File: config.mk
export PLATFORM = sky130hd
export DESIGN_NAME = mc_control
export DESIGN_NICKNAME = d
export VERILOG_FILES = /design/src/rtl/mc_control.sv
export SDC_FILE = /design/constraint.sdc
export NUM_CORES = 1
export LEC_CHECK = 0
export BUFFER_PORTS_ARGS = -buffer_cell sky130_fd_sc_hd__buf_2
export CORE_AREA = 2 2 39 41
export CTS_CLUSTER_SIZE = 25
export DETAILED_ROUTE_END_ITERATION = 7
export DIE_AREA = 0 0 41 43
export HOLD_SLACK_MARGIN = 0.06
export PLACE_DENSITY_LB_ADDON = 0.08
export SETUP_SLACK_MARGIN = 0.02
export SYNTH_ARGS = -nofsm -noshare
export SYNTH_HDL_FRONTEND = slang
export SYNTH_SLANG_ARGS = --single-unit
export TNS_END_PERCENT = 20
File: constraint.sdc
create_clock -name clk -period 2.65 [get_ports clk]
set_input_delay 0.3975 -clock clk [delete_from_list [all_inputs] [get_ports clk]]
set_output_delay 0.3975 -clock clk [all_outputs]
set_load 0.03 [all_outputs]
File: src/rtl/mc_control.sv
// mc_control: multicycle MIPS main-control FSM with request/ready memory stalls.
// Optional jump support is enabled by defining MC_JUMP_EN.
module mc_control (
   input  logic       clk,
   input  logic       rst_n,
   input  logic [5:0] opcode,
   input  logic       mem_ready,
   output logic       mem_req,
   output logic       iord,
   output logic       memwrite,
   output logic       irwrite,
   output logic       pcwrite,
   output logic       branch,
   output logic       regwrite,
   output logic       regdst,
   output logic       memtoreg,
   output logic       alusrca,
   output logic [1:0] alusrcb,
   output logic [1:0] pcsrc,
   output logic [1:0] aluop,
   output logic       illegal,
   output logic [3:0] state
);

   localparam logic [3:0] IDLE    = 4'd15;
   localparam logic [3:0] FETCH   = 4'd0;
   localparam logic [3:0] DECODE  = 4'd1;
   localparam logic [3:0] MEMADR  = 4'd2;
   localparam logic [3:0] MEMRD   = 4'd3;
   localparam logic [3:0] MEMWB   = 4'd4;
   localparam logic [3:0] MEMWR   = 4'd5;
   localparam logic [3:0] RTYPEEX = 4'd6;
   localparam logic [3:0] RTYPEWB = 4'd7;
   localparam logic [3:0] BEQEX   = 4'd8;
   localparam logic [3:0] ADDIEX  = 4'd9;
   localparam logic [3:0] ADDIWB  = 4'd10;
`ifdef MC_JUMP_EN
   localparam logic [3:0] JEX     = 4'd11;
`endif

   logic [3:0] next;
   logic [3:0] jdst;
   logic       lw, sw, rtype, beq, addi, jmp, legal;

   assign lw    = opcode == 6'b100011;
   assign sw    = opcode == 6'b101011;
   assign rtype = opcode == 6'b000000;
   assign beq   = opcode == 6'b000100;
   assign addi  = opcode == 6'b001000;
`ifdef MC_JUMP_EN
   assign jmp   = opcode == 6'b000010;
   assign jdst  = jmp ? JEX : FETCH;
`else
   assign jmp   = 1'b0;
   assign jdst  = FETCH;
`endif
   assign legal = lw | sw | rtype | beq | addi | jmp;

   // State register; reset parks in IDLE so every decoded output is 0 at once
   always_ff @(posedge clk or negedge rst_n) begin
      if (!rst_n) state <= IDLE;
      else        state <= next;
   end

   // Next-state decode; memory states hold until mem_ready completes the access
   always_comb begin
      next = IDLE;
      case (state)
         IDLE:    next = FETCH;
         FETCH:   next = mem_ready ? DECODE : FETCH;
         DECODE:  next = (lw | sw) ? MEMADR : rtype ? RTYPEEX : beq ? BEQEX :
                         addi ? ADDIEX : jdst;
         MEMADR:  next = sw ? MEMWR : MEMRD;
         MEMRD:   next = mem_ready ? MEMWB : MEMRD;
         MEMWR:   next = mem_ready ? FETCH : MEMWR;
         RTYPEEX: next = RTYPEWB;
         ADDIEX:  next = ADDIWB;
         MEMWB, RTYPEWB, BEQEX, ADDIWB: next = FETCH;
`ifdef MC_JUMP_EN
         JEX:     next = FETCH;
`endif
         default: next = IDLE;
      endcase
   end

   assign mem_req  = state == FETCH || state == MEMRD || state == MEMWR;
   assign iord     = state == MEMRD || state == MEMWR;
   assign memwrite = state == MEMWR;
   assign irwrite  = state == FETCH && mem_ready;
   assign branch   = state == BEQEX;
   assign regwrite = state == MEMWB || state == RTYPEWB || state == ADDIWB;
   assign regdst   = state == RTYPEWB;
   assign memtoreg = state == MEMWB;
   assign alusrca  = state == MEMADR || state == RTYPEEX || state == BEQEX || state == ADDIEX;
   assign alusrcb  = state == FETCH ? 2'b01 : state == DECODE ? 2'b11 :
                     (state == MEMADR || state == ADDIEX) ? 2'b10 : 2'b00;
   assign aluop    = state == RTYPEEX ? 2'b10 : state == BEQEX ? 2'b01 : 2'b00;
   assign illegal  = state == DECODE && !legal;
`ifdef MC_JUMP_EN
   assign pcwrite  = (state == FETCH && mem_ready) || state == JEX;
   assign pcsrc    = state == BEQEX ? 2'b01 : state == JEX ? 2'b10 : 2'b00;
`else
   assign pcwrite  = state == FETCH && mem_ready;
   assign pcsrc    = state == BEQEX ? 2'b01 : 2'b00;
`endif

endmodule

# Word level (Yosys, flattened, before mapping)
# Cells that the tools add are included.
[op_classes] add_sub_neg=0 multipliers=0 div_mod_pow=0 order_cmp=0 n_eq_ne=15 shift=0 mux=14 n_bitwise=4 n_reduce_logical=15
[op_table] op="case mux 4 bit (8 select lines)" count=1
[op_table] op="== test 4 x 3 -> 1 bit (second input constant)" count=4
[op_table] op="== test 4 bit (second input constant)" count=4
[op_table] op="2-to-1 mux 4 bit" count=4
[op_table] op="== test 6 bit (second input constant)" count=2
[op_table] op="logical OR 1 bit" count=9
[op_table] op="2-to-1 mux 3 bit" count=3
[op_table] op="== test 4 x 2 -> 1 bit (second input constant)" count=2
[op_table] op="2-to-1 mux 2 bit" count=4
[op_table] op="== test 6 x 3 -> 1 bit (second input constant)" count=1
[op_table] op="== test 6 x 4 -> 1 bit (second input constant)" count=1
[op_table] op="zero test 6 bit" count=1
[op_table] op="OR reduction 5 bit" count=1
[op_table] op="== test 4 x 1 -> 1 bit (second input constant)" count=1
[op_table] op="zero test 4 bit" count=1
[op_table] op="OR 1 bit" count=4
[op_table] op="logical AND 1 bit" count=2
[op_table] op="2-to-1 mux 1 bit" count=2
[op_table] op="zero test 1 bit" count=1
[totals] register_bits=4 latch_bits=0 mem_bits_rw=0 mem_bits_ro=0 input_bits=9 out_inout_bits=21 wordCells=49 n_memories=0

# Longest topological paths before layout
[logic_depth] word_depth=7 ltp_mapped=4 depth_no_buf=3

# Worst setup path before layout
# No wires, ideal clock.
[synth_path] path_type="reg2out" start="reg state[2]" end="out regwrite" t_arrival_ns=1.823 required_time_ns=2.253 path_slack_ns=0.429 path_stages_with_launch=4 path_buffers=0 cell_sequence="dfstp_2 -> nand2b_1 -> nor3_1 -> a21o_1"
[synth_between] elab_chain_cells=3 elab_cells_between_ends=5 cone_classes="3 x eq/ne; 2 x reduce/logical"
[synth_rtl] element="from (decl)" line="22" source="output logic [3:0] state"
[synth_rtl] element="from (signal assigned)" line="62" source="else state <= next;"
[synth_rtl] element="== test 4 x 3 -> 1 bit"
[synth_rtl] element="named net memtoreg" line="16" source="output logic memtoreg,"
[synth_rtl] element="logical OR 1 bit (2 in a row)" line="91" source="assign regwrite = state == MEMWB || state == RTYPEWB || state == ADDIWB;"
[synth_rtl] element="to (decl)" line="14" source="output logic regwrite,"
# The timed path passes the listed nets, and every way through them passes these cells.

# Final worst setup path
[layout_path] start="reg state[0]" end="out mem_req"
[layout_between] elab_chain_cells=3 elab_cells_between_ends=5 cone_classes="2 x eq/ne; 3 x reduce/logical"
[layout_rtl] element="== test 4 x 2 -> 1 bit or zero test 4 bit (tied branches)" line="86" source="assign mem_req = state == FETCH || state == MEMRD || state == MEMWR;"
[layout_rtl] element="logical OR 1 bit" line="86"
[layout_rtl] element="logical OR 1 bit *" line="86"
[layout_rtl] element="to (decl)" line="8" source="output logic mem_req,"
# Mark *: on every way between the ends. The rest lies on a longest branch, timed or not.

==> impl_metrics.csv <==
group,metric,value,unit
logic_synthesis,syn_area,574,µm²
placed_design,place.detailed.hpwl,991,µm
pwr,swShare,0.573,
final_layout,drive_gt1_frac,0.436,
floorplan,die_h,43,µm
final_layout,synthToLayoutAreaGrowth,19.8,%
drt,via_per_inst,5.45,
drt,wl_per_cell,11.9,µm
placed_design,routabilityCongestion,0.693,
logic_synthesis,async_reset_ff_frac,1.00,
pwr,pwr-share-clk,0.096,
critical_path,cpPeakStageDelay,0.72,ns
timing,finalMaxSlewViolations,0,
final_layout,largest_reg_flops,4,
critical_path,start_kind,"register",
logic_synthesis,yosysWarnings,0,
final_layout,largest_register,"state",
global_route,antenna_found_initial,0,
min_path,hp-class,"in -> async",
critical_path,criticalPathCategory,"reg -> out",
logic_synthesis,synth-seq-cells,4,
pwr,peakVddDrop,402,µV
clock_tree,cts_buffers,3,
critical_path,arrival,1.75,ns
drt,vias,600,
critical_path,cp-end-kind,"output pin",
logic_synthesis,synth.avg_cell_area,8.09,µm²
pwr,seqPwrFrac,0.250,
global_route,grt_max_degree,24,
clock_tree,clkTransAtPathRegs,0.04,ns
pwr,totalPowerFinal,766,µW
critical_path,crit_chain,"nor2b_1 -> or3_1 -> a21oi_1 -> buf_2",
clock_tree,htree_levels,1,
timing,fmax,0.467,GHz
logic_synthesis,ys_types,36,
final_layout,nFillCells,147,
floorplan,start_util,0.415,
timing,worst_clock_skew,0.00208,ns
final_layout,num_antenna_cells,0,
critical_path,required,2.25,ns
final_layout,post-route-util,0.497,
timing,fin_crit_sh,0.809,
timing,finalSetupTns,0,ns
final_layout,nets,105,
timing,fin_crit,2.14,ns
floorplan,fp.dieW,41,µm
logic_synthesis,syn_nets,80,
drt,wirelength,1310,µm
clock_tree,cts_resized,0,
timing,setup_violations,0,
flow_run,cap_violations,0,
final_layout,fin_cells,110,
global_route,grt_usage,0.174,
global_route,overflow,0,
clock_tree,clock-root-buffer,"clkbuf_4",
floorplan,rows,14,
critical_path,r2r-start,"state[1]",
outcome,status,"complete, no violations",
critical_path,crit_start,"state[0]",
floorplan,coreArea,1380,µm²
pwr,p_comb_frac,0.654,
global_route,grt_pass1_wl,2170,µm
critical_path,slowest_stage,"dfstp_2",
final_layout,reg_top3,"state x4",
pwr,p_sw,439,µW
logic_synthesis,synth_enable_flop_cells,0,
drt,antenna_left,0,
clock_tree,worstSkewPairLatency,0.23,ns
floorplan,ios,30,
timing,rsz0062_at_grt,"no",
pwr,power.internal,327,µW
clock_tree,cts_tree,"done",
pwr,power.density,1110,nW/µm²
clock_tree,cts_setup_buffers,0,
global_route,grt_pass1_vias,492,
timing,hold_violations,0,
logic_synthesis,ys.flop_type,"dfstp_2",
drt,first_iter_violations,9,
logic_synthesis,synthCells,71,
final_layout,stdcell_area,688,µm²
placed_design,io_buffer_count,28,
critical_path,worstPathMaxFanout,18,
clock_tree,hold_buffers,0,
drt,drtPass1Iterations,4,
placed_design,place_inst,107,
drt,drc,0,
pwr,p_leak,0.000327,µW
placed_design,placed_area,666,µm²
logic_synthesis,ys_seq_area_frac,0.183,
clock_tree,clk_path_buf_depth,2,
clock_tree,clock_sinks,4,
floorplan,die-area,1760,µm²
-- stage by stage --
| stage | worst slack, ns | hold slack, ns |
|---|---|---|
| CTS | 0.491 | 0.143 |
| detailed placement | 0.744 | 0.387 |
| global placement | 0.780 | 0.383 |
| global route | 0.408 | 0.151 |
| finish | 0.507 | 0.142 |
| floorplan | 0.429 | 0.250 |
-- power by group through the flow --
stage | sequential [µW] | clock [µW] | combinational, µW
finish | 192 | 73.5 | 501
detailed placement | 193 | 0 | 504
floorplan | 158 | 0 | 455
global route | 207 | 81.3 | 540
global placement | 189 | 0 | 506
CTS | 192 | 75.0 | 505
-- worst paths after layout --
kind	endpoint	slack, ns	cells after the start
setup reg to reg	state[1]	1.20	3
hold / removal	state[2]	0.14	1
max in group asynchronous	state[3]	2.49	1
hold reg to reg	state[3]	0.65	2
setup / recovery	mem_req	0.51	4
min in group clk	state[3]	0.46	3
-- routing by layer --
metal	vias to the layer above	wire, µm	track usage
met5	-	0	0
met4	0	0	0.0200
met3	0	63	0.0471
met2	18	633	0.263
met1	275	613	0.250
li1	307	-	-
-- cell type report --
cell class / instances / area, µm² / share of cell area
well taps: 16 / 20.0 / 0.0291
clock buffers: 3 / 22.5 / 0.0327
repair buffers: 28 / 140 / 0.204
inverters: 1 / 3.75 / 0.00545
multi-input cells: 58 / 397 / 0.576
flip-flops and latches: 4 / 105 / 0.153
-- cells by family (layout without fill, tap and decap cells) --
logic type,count (synthesis),after routing,synth area share
other,1,1,0.00653
XOR/XNOR,2,2,0.0305
AND/OR/NAND/NOR,38,38,0.434
buffers and inverters,9,32,0.126
multiplexers,1,1,0.0174
flip-flops,4,4,0.183
AO/OA/AOI/OAI,16,16,0.203
-- cells in the mapped netlist (2+ instances only) --
cell | n | share of area
nor2_1 | 6 | 0.039
o31ai_1 | 3 | 0.039
nor3_1 | 6 | 0.052
nand4_1 | 3 | 0.033
o211ai_1 | 2 | 0.026
nor2b_1 | 4 | 0.044
nand2b_1 | 4 | 0.044
a21oi_1 | 3 | 0.026
o22ai_1 | 2 | 0.022
and3_1 | 2 | 0.022
nand2_1 | 3 | 0.020
buf_6 | 3 | 0.059
buf_4 | 4 | 0.052
dfstp_2 | 4 | 0.18
-- worst max-delay path: cells and delay by family, from the launching register on --
| family | cells | cell delay, ns |
|---|---|---|
| buf+inv | 1 | 0.21 |
| simple gates | 2 | 0.45 |
| compound gates | 1 | 0.14 |
| flops | 1 | 0.72 |
-- cell usage in the layout, fill, tap and decap left out, drive strengths merged, types with 2 or more instances in the layout --
cell	count
nor2	6
nand2b	5
a21oi	3
clkbuf	3
dfstp	4
buf	28
o22ai	2
and3	2
o211ai	3
nand4	3
nand2	3
o31ai	3
nor4b	2
nor3	6
nor2b	4
Note: power is estimated with default switching activity, not from simulation.
